===== config.mk =====
export PLATFORM = sky130hd
export DESIGN_NAME = vx_gbar_ctrl
export DESIGN_NICKNAME = d
export VERILOG_FILES = /design/src/rtl/vx_gbar_ctrl_pkg.sv /design/src/rtl/vx_gbar_ctrl_rr_arbiter.sv /design/src/rtl/vx_gbar_ctrl.sv
export SDC_FILE = /design/constraint.sdc
export NUM_CORES = 1
export LEC_CHECK = 0
export BUFFER_PORTS_ARGS = -buffer_cell sky130_fd_sc_hd__buf_2
export CAP_MARGIN = 20
export CORE_MARGIN = 2
export CORE_UTILIZATION = 50
export CTS_CLUSTER_SIZE = 28
export DETAILED_ROUTE_END_ITERATION = 10
export PLACE_DENSITY = 0.7
export SYNTH_ARGS = -nofsm -noshare
export SYNTH_HDL_FRONTEND = slang
export SYNTH_SLANG_ARGS = --single-unit

===== constraint.sdc =====
create_clock -name clk -period 9.81 [get_ports clk]
set_clock_uncertainty 0.2 [all_clocks]
set_input_delay 1.4715 -clock clk [delete_from_list [all_inputs] [get_ports clk]]
set_output_delay 1.4715 -clock clk [all_outputs]
set_load 0.02 [all_outputs]

===== src/rtl/vx_gbar_ctrl_pkg.sv =====
// Shared types and width helpers for the global-barrier controller.
package vx_gbar_ctrl_pkg;

    // Width of an index into n items; never narrower than one bit.
    function automatic int log2up(input int n);
        return (n > 1) ? $clog2(n) : 1;
    endfunction

    localparam int GBAR_NUM_REQS      = 4;
    localparam int GBAR_NUM_BARRIERS  = 8;
    localparam int GBAR_NB_WIDTH      = log2up(GBAR_NUM_BARRIERS);
    localparam int GBAR_NC_WIDTH      = log2up(GBAR_NUM_REQS);
    localparam int GBAR_PERF_CTR_BITS = 32;

    // Per-core barrier request payload at the default configuration.
    typedef struct packed {
        logic [GBAR_NB_WIDTH-1:0] id;
        logic [GBAR_NC_WIDTH-1:0] size_m1;
    } gbar_req_t;

    // Release broadcast payload at the default configuration.
    typedef struct packed {
        logic [GBAR_NB_WIDTH-1:0] id;
    } gbar_rsp_t;

endpackage


===== src/rtl/vx_gbar_ctrl_rr_arbiter.sv =====
// Round-robin arbiter: one-hot grant plus index; the pointer moves past the
// granted requester only when the grant is consumed (unlock).
module vx_gbar_ctrl_rr_arbiter #(
    parameter int NUM_REQS  = 4,
    parameter int IDX_WIDTH = 2
) (
    input  logic                 clk,
    input  logic                 reset,
    input  logic [NUM_REQS-1:0]  requests,
    input  logic                 unlock,
    output logic [NUM_REQS-1:0]  grant_onehot,
    output logic [IDX_WIDTH-1:0] grant_index,
    output logic                 grant_valid
);

    logic [IDX_WIDTH-1:0] ptr_q;
    logic [IDX_WIDTH-1:0] scan_idx;
    int                   scan_int;

    // Pick the first active requester at or after the pointer, wrapping around.
    always_comb begin
        grant_onehot = '0;
        grant_index  = '0;
        grant_valid  = 1'b0;
        scan_int     = 0;
        scan_idx     = '0;
        for (int i = 0; i < NUM_REQS; i++) begin
            scan_int = int'(ptr_q) + i;
            if (scan_int >= NUM_REQS) begin
                scan_int = scan_int - NUM_REQS;
            end
            scan_idx = IDX_WIDTH'(scan_int);
            if (!grant_valid && requests[scan_idx]) begin
                grant_valid            = 1'b1;
                grant_index            = scan_idx;
                grant_onehot[scan_idx] = 1'b1;
            end
        end
    end

    // Advance the pointer to one past the winner on an accepted grant.
    always_ff @(posedge clk or posedge reset) begin
        if (reset) begin
            ptr_q <= '0;
        end else if (unlock && grant_valid) begin
            if (int'(grant_index) == NUM_REQS - 1) begin
                ptr_q <= '0;
            end else begin
                ptr_q <= grant_index + 1'b1;
            end
        end
    end

endmodule


===== src/rtl/vx_gbar_ctrl.sv =====
// Cluster global-barrier controller: arbitrates core barrier requests, tracks
// per-barrier arrival masks and broadcasts a one-cycle release pulse.
// Optional macro GBAR_PERF_EN adds release and wait-cycle counters.
module vx_gbar_ctrl
    import vx_gbar_ctrl_pkg::*;
#(
    parameter int NUM_REQS     = 4,
    parameter int NUM_BARRIERS = 8,
    parameter int NB_WIDTH     = log2up(NUM_BARRIERS),
    parameter int NC_WIDTH     = log2up(NUM_REQS)
) (
    input  logic                         clk,
    input  logic                         reset,
    input  logic [NUM_REQS-1:0]          req_valid,
    input  logic [NUM_REQS*NB_WIDTH-1:0] req_id,
    input  logic [NUM_REQS*NC_WIDTH-1:0] req_size_m1,
    output logic [NUM_REQS-1:0]          req_ready,
    output logic                         rsp_valid,
    output logic [NB_WIDTH-1:0]          rsp_id,
`ifdef GBAR_PERF_EN
    output logic [GBAR_PERF_CTR_BITS-1:0] perf_releases,
    output logic [GBAR_PERF_CTR_BITS-1:0] perf_wait_cycles,
`endif
    output logic                         err
);

    logic [NUM_REQS-1:0] arrive_mask_q [NUM_BARRIERS];
    logic [NC_WIDTH-1:0] size_q        [NUM_BARRIERS];

    logic [NUM_REQS-1:0] grant_onehot;
    logic [NC_WIDTH-1:0] grant_index;
    logic                fire;

    logic [NB_WIDTH-1:0] sel_id;
    logic [NC_WIDTH-1:0] sel_size;
    logic [NUM_REQS-1:0] cur_mask;
    logic [NUM_REQS-1:0] new_mask;
    logic [NC_WIDTH-1:0] cur_size;
    logic                first_arrival;
    logic                dup_arrival;
    logic                size_mismatch;
    logic                complete;
    int                  arrive_cnt;
    int                  expected_cnt;

    vx_gbar_ctrl_rr_arbiter #(
        .NUM_REQS  (NUM_REQS),
        .IDX_WIDTH (NC_WIDTH)
    ) u_arb (
        .clk          (clk),
        .reset        (reset),
        .requests     (req_valid),
        .unlock       (1'b1),
        .grant_onehot (grant_onehot),
        .grant_index  (grant_index),
        .grant_valid  (fire)
    );

    // The grant is also the ready: an offered grant is always taken.
    assign req_ready = grant_onehot;

    // Decode the winning request and evaluate completion including this arrival.
    always_comb begin
        sel_id   = '0;
        sel_size = '0;
        for (int c = 0; c < NUM_REQS; c++) begin
            if (NC_WIDTH'(c) == grant_index) begin
                sel_id   = req_id[c*NB_WIDTH +: NB_WIDTH];
                sel_size = req_size_m1[c*NC_WIDTH +: NC_WIDTH];
            end
        end
        cur_mask = '0;
        cur_size = '0;
        if (int'(sel_id) < NUM_BARRIERS) begin
            cur_mask = arrive_mask_q[sel_id];
            cur_size = size_q[sel_id];
        end
        new_mask      = cur_mask | grant_onehot;
        first_arrival = (cur_mask == '0);
        dup_arrival   = cur_mask[grant_index];
        size_mismatch = !first_arrival && (sel_size != cur_size);
        arrive_cnt    = $countones(new_mask);
        expected_cnt  = (first_arrival ? int'(sel_size) : int'(cur_size)) + 1;
        // A repeated arrival never completes: the mask is left as it was.
        complete      = fire && !dup_arrival && (arrive_cnt == expected_cnt);
    end

    // Arrival-mask and latched-size storage per barrier.
    always_ff @(posedge clk or posedge reset) begin
        if (reset) begin
            for (int b = 0; b < NUM_BARRIERS; b++) begin
                arrive_mask_q[b] <= '0;
                size_q[b]        <= '0;
            end
        end else if (fire && (int'(sel_id) < NUM_BARRIERS)) begin
            if (complete) begin
                arrive_mask_q[sel_id] <= '0;
            end else if (!dup_arrival) begin
                arrive_mask_q[sel_id] <= new_mask;
            end
            if (first_arrival) begin
                size_q[sel_id] <= sel_size;
            end
        end
    end

    // Registered release pulse and sticky protocol-error flag.
    always_ff @(posedge clk or posedge reset) begin
        if (reset) begin
            rsp_valid <= 1'b0;
            rsp_id    <= '0;
            err       <= 1'b0;
        end else begin
            rsp_valid <= complete;
            if (complete) begin
                rsp_id <= sel_id;
            end
            if (fire && (dup_arrival || size_mismatch)) begin
                err <= 1'b1;
            end
        end
    end

`ifdef GBAR_PERF_EN
    logic any_pending;

    // Any barrier holding a partial arrival set counts as a wait cycle.
    always_comb begin
        any_pending = 1'b0;
        for (int b = 0; b < NUM_BARRIERS; b++) begin
            any_pending = any_pending | (|arrive_mask_q[b]);
        end
    end

    // Release and wait-cycle counters.
    always_ff @(posedge clk or posedge reset) begin
        if (reset) begin
            perf_releases    <= '0;
            perf_wait_cycles <= '0;
        end else begin
            if (complete) begin
                perf_releases <= perf_releases + 1'b1;
            end
            if (any_pending) begin
                perf_wait_cycles <= perf_wait_cycles + 1'b1;
            end
        end
    end
`endif

endmodule


==> impl_metrics.py, run 1 <==
metrics = {
    "place": {
        "gp_congestion": 0.860,
        "port_buffers": 34,
        "dp_hpwl_um": 5990,
    },
    "synth": {
        "yosys.area_share.adder_pct": 4.11,
        "netlist-cell-type-count": 69,
        "syn_nets": 419,
        "yosys.area_share.simple_pct": 15.9,
        "synth_top_family_by_area": "multiplexers",
        "synth_edf_count": 0,
        "synthMuxAreaShare_pct": 19.8,
        "synth_warnings": 0,
        "yosysSeqAreaShare_pct": 35.9,
        "yosys-top-cells-count": "55 x dfrtp_1, 44 x mux2i_1, 39 x inv_1",
        "synthCells": 381,
        "yosys.area_share.xor_xnor_pct": 0.914,
        "yosys.area.top_type_share_pct": 35.9,
        "yosysMostFrequentCell": "dfrtp_1",
        "ys_top_cells_by_area": "dfrtp_1 36%, mux2i_1 11%, mux2_1 5.3%",
        "synth_compound_area_share_pct": 14.1,
        "yosys_register_bits": 55,
        "async_flop_share_pct": 100,
        "synth_area_mm2": 0.00383,
        "synthFlopType": "dfrtp_1",
        "yosysTopAreaCell": "dfrtp_1",
        "syn_avg_cell_area_um2": 10.1,
    },
    "run": {
        "cap_violations": 0,
    },
    "global_route": {
        "grt_pass1_wl_um": 13600,
        "antenna_found_initial": 0,
        "grt_max_degree": 56,
        "grtUsageTotal_pct": 20.1,
        "grt_pass1_vias": 2752,
        "grt_overflow_total": 0,
    },
    "timing": {
        "finalSetupViolations": 0,
        "slew_headroom_pct": 46.4,
        "finalMaxSlewViolations": 0,
        "period_share_pct": 78.0,
        "min_period_ns": 7.65,
        "fin_tns_setup_ns": 0,
        "rsz0062_at_grt": "false",
        "hold_viol": 0,
        "worst_pin_slew_ns": 0.798,
        "clock.fmax_ghz": 0.131,
    },
    "cts": {
        "cts_tree": "done",
        "cts_made_buffers": 5,
        "cts.repair.resized": 0,
        "cts_root_buf": "clkbuf_8",
        "cts_hold_buf": 0,
        "clkSlewWorstSetupHoldPaths_ns": 0.10,
        "clockBufferDepth": 2,
        "post_cts_buffers": 0,
        "cts.htree.levels": 2,
        "insertion_delay_ns": 0.31,
        "cts_num_sinks": 55,
    },
    "setup_path": {
        "reg2reg_depth": 24,
        "crit_start": "u_arb.ptr_q[0]",
        "setup.worst_path.start_class": "flop",
        "crit_end": "arrive_mask_q[17]",
        "end_kind": "flop",
        "crit_type": "reg -> reg",
        "critPathRequiredTime_ns": 9.84,
        "r2r_end": "arrive_mask_q[17]",
        "worstPathArrival_ns": 7.68,
        "rrSetupSlack_ns": 2.16,
        "critical_path.max_fanout": 16,
        "r2r_start": "u_arb.ptr_q[0]",
    },
    "drt": {
        "drc": 0,
        "drtIter0Drc": 92,
        "wl_per_cell_um": 16.0,
        "wl_um": 8020,
        "via_count": 2810,
        "antenna_left": 0,
        "routed_via_density": 5.62,
        "first_pass_iters": 4,
    },
    "floorplanning": {
        "die_w_um": 91.5,
        "io_pins": 35,
        "initial_core_util_pct": 52.3,
        "die-area_mm2": 0.00838,
        "die_h_um": 91.5,
        "fp-row-count": 31,
        "coreArea_mm2": 0.00733,
    },
    "final_layout": {
        "diodes": 0,
        "area_growth_pct": 6.27,
        "layout-drive-gt1-share_pct": 18.7,
        "nNetsFinal": 438,
    },
    "outcome": {
        "outcome": "complete, no violations",
    },
    "worst_hold_path": {
        "hp-class": "reg -> reg",
    },
}
## stage by stage
step,hold WS (ns),worst slack [ns],instances,utilization [%],area (µm²)
finish,0.273,2.16,500,55.5,4070
global placement,0.251,2.00,492,54.0,3960
CTS,0.278,2.18,500,55.5,4070
floorplan,0.248,2.86,381,-,3830
global route,0.299,1.57,500,55.5,4070
detailed placement,0.251,1.87,492,54.0,3960
## routing by layer
| layer | wire [µm] | part of all wire (%) | track usage [%] |
|---|---|---|---|
| met5 | 0 | 0 | 0 |
| met4 | 97 | 1.2 | 6.06 |
| met2 | 3750 | 47 | 32.0 |
| met3 | 286 | 3.6 | 2.66 |
| met1 | 3890 | 48 | 28.6 |
## kinds of logic (layout without fill, tap and decap cells)
kind of cell	count (synthesis)	in the layout
AND/OR/NAND/NOR	107	107
AO/OA/AOI/OAI	69	69
multiplexers	68	68
buffers and inverters	66	86
flip-flops	55	55
adder cells (fa/ha/maj)	12	12
XOR/XNOR	4	4
## worst min path at each step
stage	slack [ns]	endpoint	cells past startpoint	start
final	0.27	err	1	err
after global routing	0.30	err	1	err
after CTS	0.28	err	1	err
after detailed placement	0.25	err	1	err
after global placement	0.25	err	1	err
after floorplan	0.25	size_q[13]	1	size_q[13]
## cell type report
type	instances	area (µm²)
Fill cell	657	3260
Multi-Input combinational cell	260	2110
Sequential cell	55	1380
Timing Repair Buffer	37	193
Inverter	41	156
Tap cell	99	124
Clock buffer	6	72.6
Clock inverter	2	38.8
## layout by cell type (no fill, tap or decap), types with 3 or more instances in the layout
master	count
a211o_1	3
a21oi_1	9
a221o_1	6
a22oi_1	9
and2_1	5
buf_2	34
buf_4	3
clkbuf_8	5
dfrtp_1	55
ha_1	11
inv_1	38
mux2_1	18
mux2i_1	44
nand2_1	28
nand2b_1	6
nand3_1	10
nand3b_1	8
nor2_1	12
nor2b_1	9
nor3_1	3
nor3_2	3
o211ai_1	4
o21ai_0	12
o221ai_1	3
xor2_1	3
## sequential cells by signal, indices dropped and copies added, names as in the netlist
register / count
size_q: 16
err: 1
rsp_id: 3
u_arb.ptr_q: 2
arrive_mask_q: 32
rsp_valid: 1
## critical path: stages (launching register included)
cell and delay [ns]:
dfrtp_1 0.63, inv_2 0.17, ha_1 0.51, mux4_2 0.63
nor2b_1 0.30, nor3_1 0.10, a21oi_2 0.36, inv_1 0.13
ha_1 0.33, a21oi_1 0.16, a221o_1 0.21, and2_1 0.58
nand2_2 0.24, o221ai_1 0.42, nand2b_1 0.17, fa_1 0.51
ha_1 0.21, ha_1 0.28, xor2_1 0.19, nor2_1 0.07
nand2_1 0.09, and3b_1 0.19, o21bai_2 0.25, nand3_1 0.37
mux2i_1 0.26
Power of run 1 is not shown: default switching activity piles up to over one toggle a cycle in this logic, so the estimate is an artifact.
==> inputs of run 2 (changes only) <==
Settings changed: ABC_AREA set to 1.
Clock period 9.81 ns to 7.4 ns, I/O delays scaled along.
==> impl_metrics.py, run 2 <==
metrics = {
    "outcome": {
        "outcome": "complete, no violations",
    },
    "setup_path": {
        "reg2reg_depth": 31,
        "critPathRequiredTime_ns": 7.41,
        "end_kind": "flop",
        "crit_top_cell": "nand2_1",
        "crit_end": "arrive_mask_q[19]",
        "worstPathArrival_ns": 6.46,
        "crit_path_top_delay_cell": "or2_0",
        "rrSetupSlack_ns": 0.95,
        "crit_type": "in -> reg",
        "r2r_start": "u_arb.ptr_q[0]",
        "crit_start": "req_valid[0]",
        "r2r_end": "arrive_mask_q[19]",
        "critPathBufInv": 6,
        "cp_slowest_stage_delay_ns": 0.64,
        "critical_path.max_fanout": 32,
        "setup.worst_path.start_class": "input port",
        "crit_cells": 33,
        "cpLargestDelayFamily": "simple AND/OR/NAND/NOR gates",
    },
    "synth": {
        "synth_warnings": 0,
        "yosysSeqAreaShare_pct": 38.3,
        "synthCells": 497,
        "syn_nets": 535,
        "yosys.area.top_type_share_pct": 38.3,
        "yosys-top-cells-count": "166 x nand2_1, 59 x inv_1, 55 x dfrtp_1",
        "synthFlopType": "dfrtp_1",
        "yosysTopAreaCell": "dfrtp_1",
        "yosys_register_bits": 55,
        "async_flop_share_pct": 100,
        "yosysMostFrequentCell": "nand2_1",
        "syn_avg_cell_area_um2": 7.23,
        "synth_area_mm2": 0.00359,
        "synth_edf_count": 0,
        "ys_top_cells_by_area": "dfrtp_1 38%, nand2_1 17%, inv_1 6.2%",
        "netlist-cell-type-count": 38,
    },
    "final_layout": {
        "design_area_mm2": 0.00391,
        "nNetsFinal": 570,
        "largest-register": "arrive_mask_q",
        "diodes": 0,
        "final_cell_mix": "166 x nand2_1, 58 x inv_1, 55 x dfrtp_1",
        "area_growth_pct": 8.85,
        "layout-drive-gt1-share_pct": 14.8,
        "largestRegisters": "arrive_mask_q: 32 flops, size_q: 16 flops, rsp_id: 3 flops",
        "layout_commonest_cell": "nand2_1",
        "nFillCells": 683,
        "largest_reg_flops": 32,
    },
    "drt": {
        "drc": 0,
        "drtIter0Drc": 207,
        "wl_um": 8610,
        "routed_via_density": 5.22,
        "antenna_left": 0,
        "first_pass_iters": 5,
        "via_count": 3286,
        "wl_per_cell_um": 13.7,
    },
    "cts": {
        "cts.repair.resized": 0,
        "cts_tree": "done",
        "clkSlewWorstSetupHoldPaths_ns": 0.11,
        "clockBufferDepth": 2,
        "cts.htree.levels": 2,
        "cts_made_buffers": 5,
        "post_cts_buffers": 0,
        "cts_num_sinks": 55,
        "insertion_delay_ns": 0.32,
        "cts_root_buf": "clkbuf_8",
        "cts_hold_buf": 0,
    },
    "floorplanning": {
        "coreArea_mm2": 0.00687,
        "io_pins": 35,
        "fp-row-count": 30,
        "die-area_mm2": 0.00788,
        "initial_core_util_pct": 52.3,
        "die_h_um": 88.8,
        "die_w_um": 88.8,
    },
    "global_route": {
        "grt_overflow_total": 0,
        "grtUsageTotal_pct": 23.8,
        "antenna_found_initial": 0,
        "grt_pass1_vias": 3117,
        "grt_pass1_wl_um": 14600,
        "grt_max_degree": 56,
    },
    "timing": {
        "hold_viol": 0,
        "fin_tns_setup_ns": 0,
        "finalSetupViolations": 0,
        "slew_headroom_pct": 45.9,
        "whs_ns": 0.274,
        "worst_pin_slew_ns": 0.811,
        "finalMaxSlewViolations": 0,
        "clock.fmax_ghz": 0.155,
        "period_share_pct": 87.3,
        "min_period_ns": 6.46,
        "setup_ws_ns": 0.943,
        "rsz0062_at_grt": "false",
    },
    "worst_hold_path": {
        "hp-class": "reg -> reg",
    },
    "place": {
        "dp_hpwl_um": 6480,
        "gp_congestion": 0.948,
        "dpl_worst_slack_ns": 0.662,
        "port_buffers": 34,
        "placed_area_mm2": 0.00382,
    },
    "run": {
        "cap_violations": 0,
    },
}
[run 2: through the flow]
stage	util, %	std cells
6_report	56.9	629
5_1_grt	56.9	629
4_1_cts	56.9	629
3_5_place_dp	55.7	621
3_3_place_gp	55.7	621
2_1_floorplan	-	497
[run 2: cells by family after synthesis]
logic type      count (synthesis)  share of synthesized area, %
xor+xnor                        3                         0.732
simple gates                  266                          32.7
mux                            10                          3.07
compound gates                 78                          12.0
flops                          55                          38.3
buf+inv                        73                          8.81
fa+ha+maj                      12                          4.39
[run 2: layout make-up]
type                            instances  area [µm²]  area share, %
Clock inverter                          2        12.5          0.320
Sequential cell                        55        1380           35.2
Inverter                               65         244           6.24
Timing Repair Buffer                   36         185           4.74
Clock buffer                            6        72.6           1.86
Multi-Input combinational cell        369        1900           48.6
Tap cell                               96         120           3.07
[run 2: worst min-delay path by stage]
stage                              to  depth (start not counted)         startpoint
floorplan           arrive_mask_q[17]                          2  arrive_mask_q[17]
global placement                  err                          2                err
detailed placement                err                          2                err
CTS                               err                          2                err
global route                size_q[8]                          1          size_q[8]
finish                            err                          2                err
[run 2: metal layers]
metal | track usage, % | part of all wire (%) | up-vias
li1 | - | - | 1655
met1 | 33.5 | 48 | 1517
met2 | 38.3 | 45 | 104
met3 | 3.54 | 5.4 | 10
met4 | 6.61 | 1.3 | 0
met5 | 0 | 0 | -
[run 2: tightest hold or removal path, stage by stage (launching register included)]
cell,delay (ns)
dfrtp_1,0.35
inv_1,0.05
nand2_1,0.05
Power of run 2 is left out for the same reason.
